File: config.mk
export PLATFORM = sky130hd
export DESIGN_NAME = if_stage
export DESIGN_NICKNAME = d
export VERILOG_FILES = /design/src/rtl/if_stage.sv
export SDC_FILE = /design/constraint.sdc
export NUM_CORES = 1
export LEC_CHECK = 0
export ABC_AREA = 1
export CELL_PAD_IN_SITES_DETAIL_PLACEMENT = 1
export CELL_PAD_IN_SITES_GLOBAL_PLACEMENT = 2
export CORE_MARGIN = 10
export CORE_UTILIZATION = 23
export DETAILED_ROUTE_END_ITERATION = 7
export PLACE_DENSITY_LB_ADDON = 0.1
export SLEW_MARGIN = 20
export SYNTH_ARGS = -nofsm -noshare
export SYNTH_HDL_FRONTEND = slang
export SYNTH_SLANG_ARGS = --single-unit
File: constraint.sdc
create_clock -name clk -period 1.97 [get_ports clk]
set_clock_uncertainty 0.05 [all_clocks]
set_input_delay 0.197 -clock clk [delete_from_list [all_inputs] [get_ports clk]]
set_output_delay 0.197 -clock clk [all_outputs]
set_load 0.01 [all_outputs]
File: src/rtl/if_stage.sv
// Instruction fetch stage: PC register, ROM enable and the IF/ID pipeline register.
// Optional fetched-instruction counter is built when IF_FETCH_CNT_EN is defined.
module if_stage #(
   parameter logic [31:0] RESET_PC = 32'h0000_0000
) (
   input  logic        clk,
   input  logic        rst,
   input  logic [5:0]  stall,
   input  logic        flush,
   input  logic [31:0] new_pc,
   input  logic        branch_flag_i,
   input  logic [31:0] branch_target_addr_i,
   input  logic [31:0] rom_inst_i,
   output logic [31:0] pc_o,
   output logic        ce_o,
   output logic [31:0] id_pc_o,
   output logic [31:0] id_inst_o
`ifdef IF_FETCH_CNT_EN
   ,
   output logic [31:0] fetch_cnt_o
`endif
);

   localparam int DATA_W = 32;

   logic stall_pc, stall_if, stall_id;
   logic unused_stall_bits;

   assign stall_pc          = stall[0];
   assign stall_if          = stall[1];
   assign stall_id          = stall[2];
   assign unused_stall_bits = ^stall[5:3];

   function automatic logic [DATA_W-1:0] seq_pc(input logic [DATA_W-1:0] pc);
      return pc + 32'd4;
   endfunction

   // PC stage: the ROM stays disabled (and the PC parked) for one cycle after reset
   always_ff @(posedge clk or negedge rst) begin
      if (!rst) begin
         ce_o <= 1'b0;
         pc_o <= RESET_PC;
      end else begin
         ce_o <= 1'b1;
         if (!ce_o)
            pc_o <= RESET_PC;
         else if (flush)
            pc_o <= new_pc;
         else if (stall_pc)
            pc_o <= pc_o;
         else if (branch_flag_i)
            pc_o <= branch_target_addr_i;
         else
            pc_o <= seq_pc(pc_o);
      end
   end

   // IF/ID boundary: a disabled ROM reads as zero, so the captured word is gated by ce_o
   always_ff @(posedge clk or negedge rst) begin
      if (!rst) begin
         id_pc_o   <= '0;
         id_inst_o <= '0;
      end else if (flush) begin
         id_pc_o   <= '0;
         id_inst_o <= '0;
      end else if (stall_if && !stall_id) begin
         id_pc_o   <= '0;
         id_inst_o <= '0;
      end else if (!stall_if) begin
         id_pc_o   <= pc_o;
         id_inst_o <= ce_o ? rom_inst_i : '0;
      end
   end

`ifdef IF_FETCH_CNT_EN
   always_ff @(posedge clk or negedge rst) begin
      if (!rst)
         fetch_cnt_o <= '0;
      else if (ce_o && !stall_if && !flush)
         fetch_cnt_o <= fetch_cnt_o + 32'd1;
   end
`endif

endmodule
==> metrics.txt, run 1 <==
# TYPE chip_impl_metric gauge
chip_impl_info{name="run_status",value="complete, no violations"} 1
chip_impl_metric{name="cell_area_synth",unit="um^2"} 5190
chip_impl_metric{name="synthesis.area_per_instance",unit="um^2"} 7.22
chip_impl_metric{name="multi_input_comb_area",unit="um^2"} 2220
chip_impl_metric{name="syn-instance-count",unit=""} 719
chip_impl_metric{name="final_layout_size_suffix_gt1_share",unit="%"} 7.21
chip_impl_metric{name="final_core_util",unit="%"} 36.4
chip_impl_metric{name="worst-path-stages",unit=""} 10
chip_impl_metric{name="synth.net_count",unit=""} 826
chip_impl_metric{name="p_seq_share",unit="%"} 41.4
chip_impl_info{name="tritoncts",value="built"} 1
chip_impl_metric{name="cts_sinks",unit=""} 97
chip_impl_metric{name="grt_util_met3",unit="%"} 3.19
chip_impl_info{name="ys.flop_type",value="sky130_fd_sc_hd__dfrtp_1"} 1
chip_impl_info{name="worst_path_max_delay_cell",value="sky130_fd_sc_hd__dfrtp_1"} 1
chip_impl_metric{name="drt-pass1-iter-count",unit=""} 4
chip_impl_info{name="mostFrequentLayoutCells",value="sky130_fd_sc_hd__clkdlybuf4s50_1 (198), sky130_fd_sc_hd__nand2_1 (197), sky130_fd_sc_hd__inv_1 (110), sky130_fd_sc_hd__dfrtp_1 (96), sky130_fd_sc_hd__nor2_1 (76)"} 1
chip_impl_metric{name="dieHeight",unit="um"} 170
chip_impl_metric{name="post-cts-setup-buffers",unit=""} 0
chip_impl_info{name="cpLargestDelayFamily",value="simple AND/OR/NAND/NOR gates"} 1
chip_impl_info{name="final_common_cell",value="sky130_fd_sc_hd__clkdlybuf4s50_1"} 1
chip_impl_metric{name="synth_cell_type_count",unit=""} 26
chip_impl_info{name="clock_tree.root_cell",value="sky130_fd_sc_hd__clkbuf_16"} 1
chip_impl_metric{name="min_period",unit="ps"} 1840
chip_impl_metric{name="floorplan.initialDensity",unit="%"} 23.6
chip_impl_metric{name="chipWidth",unit="um"} 170
chip_impl_metric{name="power_switching_share",unit="%"} 27.5
chip_impl_metric{name="setup_ws",unit="ps"} 128
chip_impl_metric{name="share_clk_of_total_power",unit="%"} 39.0
chip_impl_metric{name="number_of_rows_in_the_core_area",unit=""} 54
chip_impl_info{name="worst_setup_path_end_kind",value="flop"} 1
chip_impl_metric{name="first_global_vias",unit=""} 5992
chip_impl_metric{name="drtAntennaViolNets",unit=""} 0
chip_impl_metric{name="finalWeightedCongestion",unit=""} 0.813
chip_impl_metric{name="via_count",unit=""} 5464
chip_impl_metric{name="grt.total_usage",unit="%"} 15.6
chip_impl_metric{name="io_buffer_count",unit=""} 199
chip_impl_metric{name="cpPeakStageDelay",unit="ps"} 440
chip_impl_metric{name="met1_usage",unit="%"} 19.6
chip_impl_metric{name="preCtsSetupSlack",unit="ps"} -43.4
chip_impl_metric{name="slew_viol_final",unit=""} 0
chip_impl_metric{name="dp.final_hpwl",unit="um"} 17900
chip_impl_metric{name="comb_power_share",unit="%"} 19.6
chip_impl_metric{name="globalRouteOverflowTotal",unit=""} 0
chip_impl_metric{name="ys_warn_count",unit=""} 0
chip_impl_info{name="rsz0062_at_grt",value="yes"} 1
chip_impl_metric{name="die-area",unit="um^2"} 29000
chip_impl_metric{name="cts_max_path_buffers",unit=""} 2
chip_impl_info{name="timing.critical_path.mode_cell",value="sky130_fd_sc_hd__nand2_1"} 1
chip_impl_metric{name="power.density_cell_area",unit="nW/um^2"} 667
chip_impl_metric{name="top_level_ports",unit=""} 203
chip_impl_metric{name="core-area",unit="um^2"} 22000
chip_impl_info{name="crit_chain",value="ha_1 > nand2_2 > nor2_4 > nand2_2 > nor2_2 > nand3_1 > nand3_1 > nand2_1 > nand2_1 > nand2_1"} 1
chip_impl_metric{name="final_area",unit="um^2"} 8020
chip_impl_info{name="worst_setup_start_kind",value="flop"} 1
chip_impl_metric{name="clock.fmax",unit="MHz"} 543
chip_impl_metric{name="htree_levels",unit=""} 3
chip_impl_info{name="setup.worst_path.class",value="reg2reg"} 1
chip_impl_metric{name="antenna-diode-count",unit=""} 0
chip_impl_metric{name="worst-r2r-cell-count",unit=""} 10
chip_impl_metric{name="count_of_fill_cells_added_during_filler_insertion",unit=""} 2652
chip_impl_info{name="worst_reg2reg_startpoint",value="pc_o[3]"} 1
chip_impl_metric{name="grt_pass1_wl",unit="um"} 35300
chip_impl_metric{name="via_per_inst",unit=""} 4.52
chip_impl_metric{name="worst-endpoint-arrival",unit="ps"} 2040
chip_impl_info{name="hold_path.class",value="in2async"} 1
chip_impl_info{name="critPathLaunch",value="pc_o[3]"} 1
chip_impl_metric{name="placement.cell_area",unit="um^2"} 7650
chip_impl_metric{name="use_met2",unit="%"} 26.5
chip_impl_metric{name="finalHoldViolations",unit=""} 0
chip_impl_metric{name="max_ir_drop_vdd",unit="mV"} 0.358
chip_impl_metric{name="maxCapViolations",unit=""} 0
chip_impl_metric{name="worst_path_clk_slew",unit="ps"} 80
chip_impl_metric{name="final_min_period_over_clock_period",unit="%"} 93.5
chip_impl_metric{name="p_switching",unit="mW"} 1.47
chip_impl_metric{name="total_leakage_power",unit="nW"} 3.34
chip_impl_metric{name="ys_seq_area_share",unit="%"} 46.7
chip_impl_metric{name="worstPathMaxFanout",unit=""} 6
chip_impl_metric{name="setup-violations-final",unit=""} 0
chip_impl_metric{name="areaGrowthSynthToFinish",unit="%"} 54.4
chip_impl_metric{name="wl",unit="um"} 23100
chip_impl_metric{name="grt_start_max_net_pins",unit=""} 44
chip_impl_metric{name="wl_per_cell",unit="um"} 19.1
chip_impl_metric{name="grt_antenna_before_repair",unit=""} 0
chip_impl_metric{name="postSynthRegisterBits",unit=""} 97
chip_impl_metric{name="synth-async-reset-ratio",unit="%"} 100
chip_impl_metric{name="crit_buf_inv",unit=""} 0
chip_impl_metric{name="clock_latency",unit="ps"} 350
chip_impl_info{name="grt_most_used_layer",value="met2"} 1
chip_impl_metric{name="storage_element_area",unit="um^2"} 2430
chip_impl_metric{name="synth_edf_count",unit=""} 0
chip_impl_metric{name="detail_route.drc_violations",unit=""} 0
chip_impl_metric{name="final_net_count",unit=""} 1031
chip_impl_metric{name="drt-initial-drc-count",unit=""} 244
chip_impl_metric{name="crit_required",unit="ps"} 2160
chip_impl_metric{name="cts-buffers-inserted",unit=""} 9
chip_impl_metric{name="power_report.internal_total",unit="mW"} 3.87
-- state kept, by name, indices dropped and copies added (netlist names) --
signal / count
pc_o: 32
id_inst_o: 32
ce_o: 1
id_pc_o: 32
-- metal layers --
layer | up-vias | part of all wire [%]
li1 | 2706 | -
met2 | 136 | 48
met5 | - | 0
met4 | 0 | 0.99
met3 | 12 | 5.0
met1 | 2610 | 46
-- power groups by stage --
stage / clock, mW / combinational, mW / sequential [mW]
2_1_floorplan: 0 / 0.349 / 2.27
3_3_place_gp: 0 / 1.05 / 2.25
3_5_place_dp: 0 / 1.06 / 2.25
4_1_cts: 2.16 / 1.07 / 2.22
5_1_grt: 2.25 / 1.15 / 2.23
6_report: 2.09 / 1.05 / 2.21
-- cell usage after synthesis, types with 2 or more instances --
master	instances	share of area (%)
sky130_fd_sc_hd__nor2_1	79	5.7
sky130_fd_sc_hd__buf_1	5	0.36
sky130_fd_sc_hd__nand2_2	6	0.72
sky130_fd_sc_hd__o211ai_1	4	0.58
sky130_fd_sc_hd__or2_2	2	0.24
sky130_fd_sc_hd__o22ai_1	67	8.1
sky130_fd_sc_hd__nor2_4	4	0.87
sky130_fd_sc_hd__o21ai_0	29	2.8
sky130_fd_sc_hd__nand3_1	39	3.8
sky130_fd_sc_hd__nor2_2	5	0.60
sky130_fd_sc_hd__buf_2	11	1.1
sky130_fd_sc_hd__inv_1	110	8.0
sky130_fd_sc_hd__clkbuf_1	18	1.3
sky130_fd_sc_hd__xor2_1	4	0.67
sky130_fd_sc_hd__dfrtp_1	97	47
sky130_fd_sc_hd__nand2_1	197	14
sky130_fd_sc_hd__a21oi_1	29	2.8
sky130_fd_sc_hd__o21ai_1	5	0.48
-- what timing repair did --
item / in CTS / in global routing
resized for setup: 0 / 5
setup endpoints to repair: 0 / 9
hold endpoints to repair: 23 / 0
hold buffers: 1 / 0
-- per-stage QoR --
| stage | TNS, ps | total power, mW | instances | hold WS (ps) |
|---|---|---|---|---|
| 2_1_floorplan | 0 | 2.62 | 719 | -149 |
| 3_3_place_gp | 0 | 3.30 | 1192 | 124 |
| 3_5_place_dp | -59.7 | 3.32 | 1192 | 126 |
| 4_1_cts | 0 | 5.45 | 1209 | 310 |
| 5_1_grt | -4.24 | 5.63 | 1209 | 329 |
| 6_report | 0 | 5.34 | 1209 | 293 |
-- final timing paths --
kind                            endpoint  slack (ps)
min                              pc_o[0]         290
max                             pc_o[30]         130
max in group asynchronous  id_inst_o[13]         930
max reg2reg                     pc_o[30]         130
min reg2reg                id_inst_o[20]         490
min in group clk            id_inst_o[2]         350
-- final cells by class --
cell class	count	share of cell area, %
Inverter	112	5.24
Clock buffer	10	2.86
Sequential cell	97	30.3
Multi-Input combinational cell	476	27.6
Clock inverter	6	1.40
Tap cell	280	4.37
Timing Repair Buffer	228	28.2
-- cell families (layout without fill, tap and decap cells) --
| group | Yosys count | count (layout) | synth area share (%) |
|---|---|---|---|
| AND/OR/NAND/NOR | 335 | 335 | 26.6 |
| buffers and inverters | 146 | 356 | 10.8 |
| AO/OA/AOI/OAI | 135 | 135 | 14.9 |
| flip-flops | 97 | 97 | 46.7 |
| XOR/XNOR | 4 | 4 | 0.675 |
| adder cells (fa/ha/maj) | 1 | 1 | 0.241 |
| other | 1 | 1 | 0.0722 |
-- worst reg2reg max path: cells and delay by family, from the launching register on --
| kind | cells | cell delay (ps) |
|---|---|---|
| adder cells (fa/ha/maj) | 1 | 230 |
| flip-flops | 1 | 440 |
| AND/OR/NAND/NOR | 9 | 1010 |
Power figures use the tool's default switching activity.
==> run 2: changes to the inputs <==
Settings changed: RECOVER_POWER set to 100.
==> run 2 against run 1 <==
Against the previous run: non-clock buffer count unchanged; sequential share of layout area increased by 0.14 points; wire length about the same; sequential power about the same; cell count unchanged; first-iteration DRC count decreased by 16%; clock power about the same.
==> metrics.txt, run 2 (synthesis gave the netlist of run 1 again) <==
# TYPE chip_impl_metric gauge
chip_impl_info{name="run_status",value="complete, no violations"} 1
chip_impl_info{name="setup.worst_path.class",value="reg2reg"} 1
chip_impl_metric{name="worst_hold_slack",unit="ps"} 349
chip_impl_metric{name="power_report.internal_total",unit="mW"} 3.84
chip_impl_metric{name="cts_sinks",unit=""} 97
chip_impl_info{name="hold_path.class",value="in2reg"} 1
chip_impl_metric{name="final_area",unit="um^2"} 7980
chip_impl_info{name="worst_setup_path_end_kind",value="flop"} 1
chip_impl_metric{name="wl_per_cell",unit="um"} 19.1
chip_impl_metric{name="finalWeightedCongestion",unit=""} 0.813
chip_impl_metric{name="cts-buffers-inserted",unit=""} 9
chip_impl_metric{name="p_seq_share",unit="%"} 41.6
chip_impl_metric{name="min_period",unit="ps"} 1830
chip_impl_metric{name="drtAntennaViolNets",unit=""} 0
chip_impl_metric{name="power_switching_share",unit="%"} 27.7
chip_impl_metric{name="comb_power_share",unit="%"} 19.0
chip_impl_metric{name="cts_max_path_buffers",unit=""} 2
chip_impl_info{name="worst_setup_start_kind",value="flop"} 1
chip_impl_metric{name="die-area",unit="um^2"} 29000
chip_impl_metric{name="worstPathMaxFanout",unit=""} 6
chip_impl_metric{name="total_leakage_power",unit="nW"} 3.57
chip_impl_metric{name="grt_antenna_before_repair",unit=""} 0
chip_impl_metric{name="slew_viol_final",unit=""} 0
chip_impl_metric{name="antenna-diode-count",unit=""} 0
chip_impl_info{name="rsz0062_at_grt",value="yes"} 1
chip_impl_metric{name="worst_path_clk_slew",unit="ps"} 70
chip_impl_metric{name="slew_headroom",unit="%"} 45.9
chip_impl_metric{name="drt-pass1-iter-count",unit=""} 4
chip_impl_metric{name="maxCapViolations",unit=""} 0
chip_impl_metric{name="post-cts-setup-buffers",unit=""} 0
chip_impl_metric{name="areaGrowthSynthToFinish",unit="%"} 53.7
chip_impl_metric{name="share_clk_of_total_power",unit="%"} 39.4
chip_impl_metric{name="dieHeight",unit="um"} 170
chip_impl_metric{name="io_buffer_count",unit=""} 199
chip_impl_metric{name="placement.cell_area",unit="um^2"} 7650
chip_impl_metric{name="setup-violations-final",unit=""} 0
chip_impl_metric{name="grt.total_usage",unit="%"} 15.6
chip_impl_metric{name="crit_required",unit="ps"} 2210
chip_impl_metric{name="final_layout_size_suffix_gt1_share",unit="%"} 6.89
chip_impl_metric{name="max_ir_drop_vdd",unit="mV"} 0.358
chip_impl_metric{name="via_count",unit=""} 5470
chip_impl_info{name="mostFrequentLayoutCells",value="sky130_fd_sc_hd__nand2_1 (197), sky130_fd_sc_hd__clkdlybuf4s50_1 (112), sky130_fd_sc_hd__inv_1 (111), sky130_fd_sc_hd__dfrtp_1 (96), sky130_fd_sc_hd__dlygate4sd3_1 (87)"} 1
chip_impl_info{name="tritoncts",value="built"} 1
chip_impl_metric{name="final_net_count",unit=""} 1031
chip_impl_metric{name="top_level_ports",unit=""} 203
chip_impl_metric{name="final_min_period_over_clock_period",unit="%"} 93.1
chip_impl_info{name="clock_tree.root_cell",value="sky130_fd_sc_hd__clkbuf_16"} 1
chip_impl_metric{name="grt_start_max_net_pins",unit=""} 44
chip_impl_metric{name="clock.fmax",unit="MHz"} 545
chip_impl_metric{name="count_of_fill_cells_added_during_filler_insertion",unit=""} 2656
chip_impl_metric{name="finalHoldViolations",unit=""} 0
chip_impl_metric{name="wl",unit="um"} 23100
chip_impl_metric{name="p_switching",unit="mW"} 1.47
chip_impl_metric{name="htree_levels",unit=""} 3
chip_impl_metric{name="detail_route.drc_violations",unit=""} 0
chip_impl_metric{name="worst-endpoint-arrival",unit="ps"} 2080
chip_impl_metric{name="clock_latency",unit="ps"} 350
chip_impl_metric{name="grt_pass1_wl",unit="um"} 35300
chip_impl_metric{name="number_of_rows_in_the_core_area",unit=""} 54
chip_impl_metric{name="globalRouteOverflowTotal",unit=""} 0
chip_impl_metric{name="floorplan.initialDensity",unit="%"} 23.6
chip_impl_metric{name="via_per_inst",unit=""} 4.52
chip_impl_info{name="biggestRegsByFlops",value="id_inst_o x32, id_pc_o x32, pc_o x32"} 1
chip_impl_metric{name="dp.final_hpwl",unit="um"} 17900
chip_impl_metric{name="power.density_cell_area",unit="nW/um^2"} 665
chip_impl_metric{name="chipWidth",unit="um"} 170
chip_impl_metric{name="drt-initial-drc-count",unit=""} 204
chip_impl_metric{name="core-area",unit="um^2"} 22000
chip_impl_info{name="final_common_cell",value="sky130_fd_sc_hd__nand2_1"} 1
chip_impl_metric{name="first_global_vias",unit=""} 5992
chip_impl_metric{name="max_slew.worst_pin.slew",unit="ps"} 812
[run 2: cell count changes in the layout (fill, tap and decap cells not counted), sizes merged]
cell,before,now
dlygate4sd3,1,87
clkbuf,10,17
clkdlybuf4s50,198,112
buf,29,22
[run 2: cell type report]
type	count	area, um^2	area share (%)
Sequential cell	97	2430	30.4
Timing Repair Buffer	228	2230	27.9
Multi-Input combinational cell	476	2210	27.7
Inverter	112	420	5.27
Tap cell	280	350	4.39
Clock buffer	10	229	2.87
Clock inverter	6	113	1.41
[run 2: power by group through the flow]
stage          logic, mW  clock network, mW  registers, mW
2_1_floorplan      0.349                  0           2.27
4_1_cts             1.07               2.16           2.22
5_1_grt             1.11               2.25           2.23
6_report            1.01               2.09           2.21
3_3_place_gp        1.05                  0           2.25
3_5_place_dp        1.06                  0           2.25
[run 2: critical path, stage by stage, from the launching register on]
cell                      delay [ps]
sky130_fd_sc_hd__dfrtp_1         440
sky130_fd_sc_hd__ha_1            230
sky130_fd_sc_hd__nand2_2         110
sky130_fd_sc_hd__nor2_4          150
sky130_fd_sc_hd__nand2_2         190
sky130_fd_sc_hd__nor2_4          200
sky130_fd_sc_hd__nand2_1          80
sky130_fd_sc_hd__nand2_1          70
sky130_fd_sc_hd__nand3_1          80
sky130_fd_sc_hd__nand2_1          80
sky130_fd_sc_hd__nand2_1          50
sky130_fd_sc_hd__nand2_1          50
[run 2: worst paths after layout]
path / from / endpoint / slack (ps) / depth (start not counted)
max in group asynchronous: rst / id_inst_o[31] / 410 / 3
setup / recovery: pc_o[3] / pc_o[26] / 140 / 11
min in group asynchronous: rst / pc_o[0] / 440 / 2
hold reg to reg: id_inst_o[20] / id_inst_o[20] / 480 / 2
setup reg to reg: pc_o[3] / pc_o[26] / 140 / 11
hold / removal: rom_inst_i[2] / id_inst_o[2] / 350 / 3
[run 2: repair_timing]
item / in CTS / in global routing
setup endpoints to repair: 0 / 9
resized for setup: 0 / 5
endpoints found under the hold margin: 23 / 0
hold buffers: 1 / 0
[run 2: metal layers]
layer / GRT usage, % / wire length, um / vias up
met5: 0 / 0 / -
met4: 3.85 / 227 / 0
met3: 3.19 / 1240 / 12
met2: 26.5 / 11100 / 138
met1: 19.6 / 10500 / 2617
li1: - / - / 2703
[run 2: per-stage QoR]
step / cells / setup WS, ps / utilization, % / setup TNS, ps / total power, mW
final: 1209 / 135 / 36.2 / 0 / 5.31
after global routing: 1209 / -4.24 / 36.2 / -4.24 / 5.59
after CTS: 1209 / 38.2 / 36.3 / 0 / 5.45
after detailed placement: 1192 / -43.4 / 34.7 / -59.7 / 3.32
after global placement: 1192 / 33.4 / 34.7 / 0 / 3.30
after floorplan: 719 / 442 / - / 0 / 2.62
==> run 3: changes to the inputs <==
Settings changed: TNS_END_PERCENT set to 30.
==> results of run 3 <==
Final layout, timing and power as in run 2 (identical DEF).
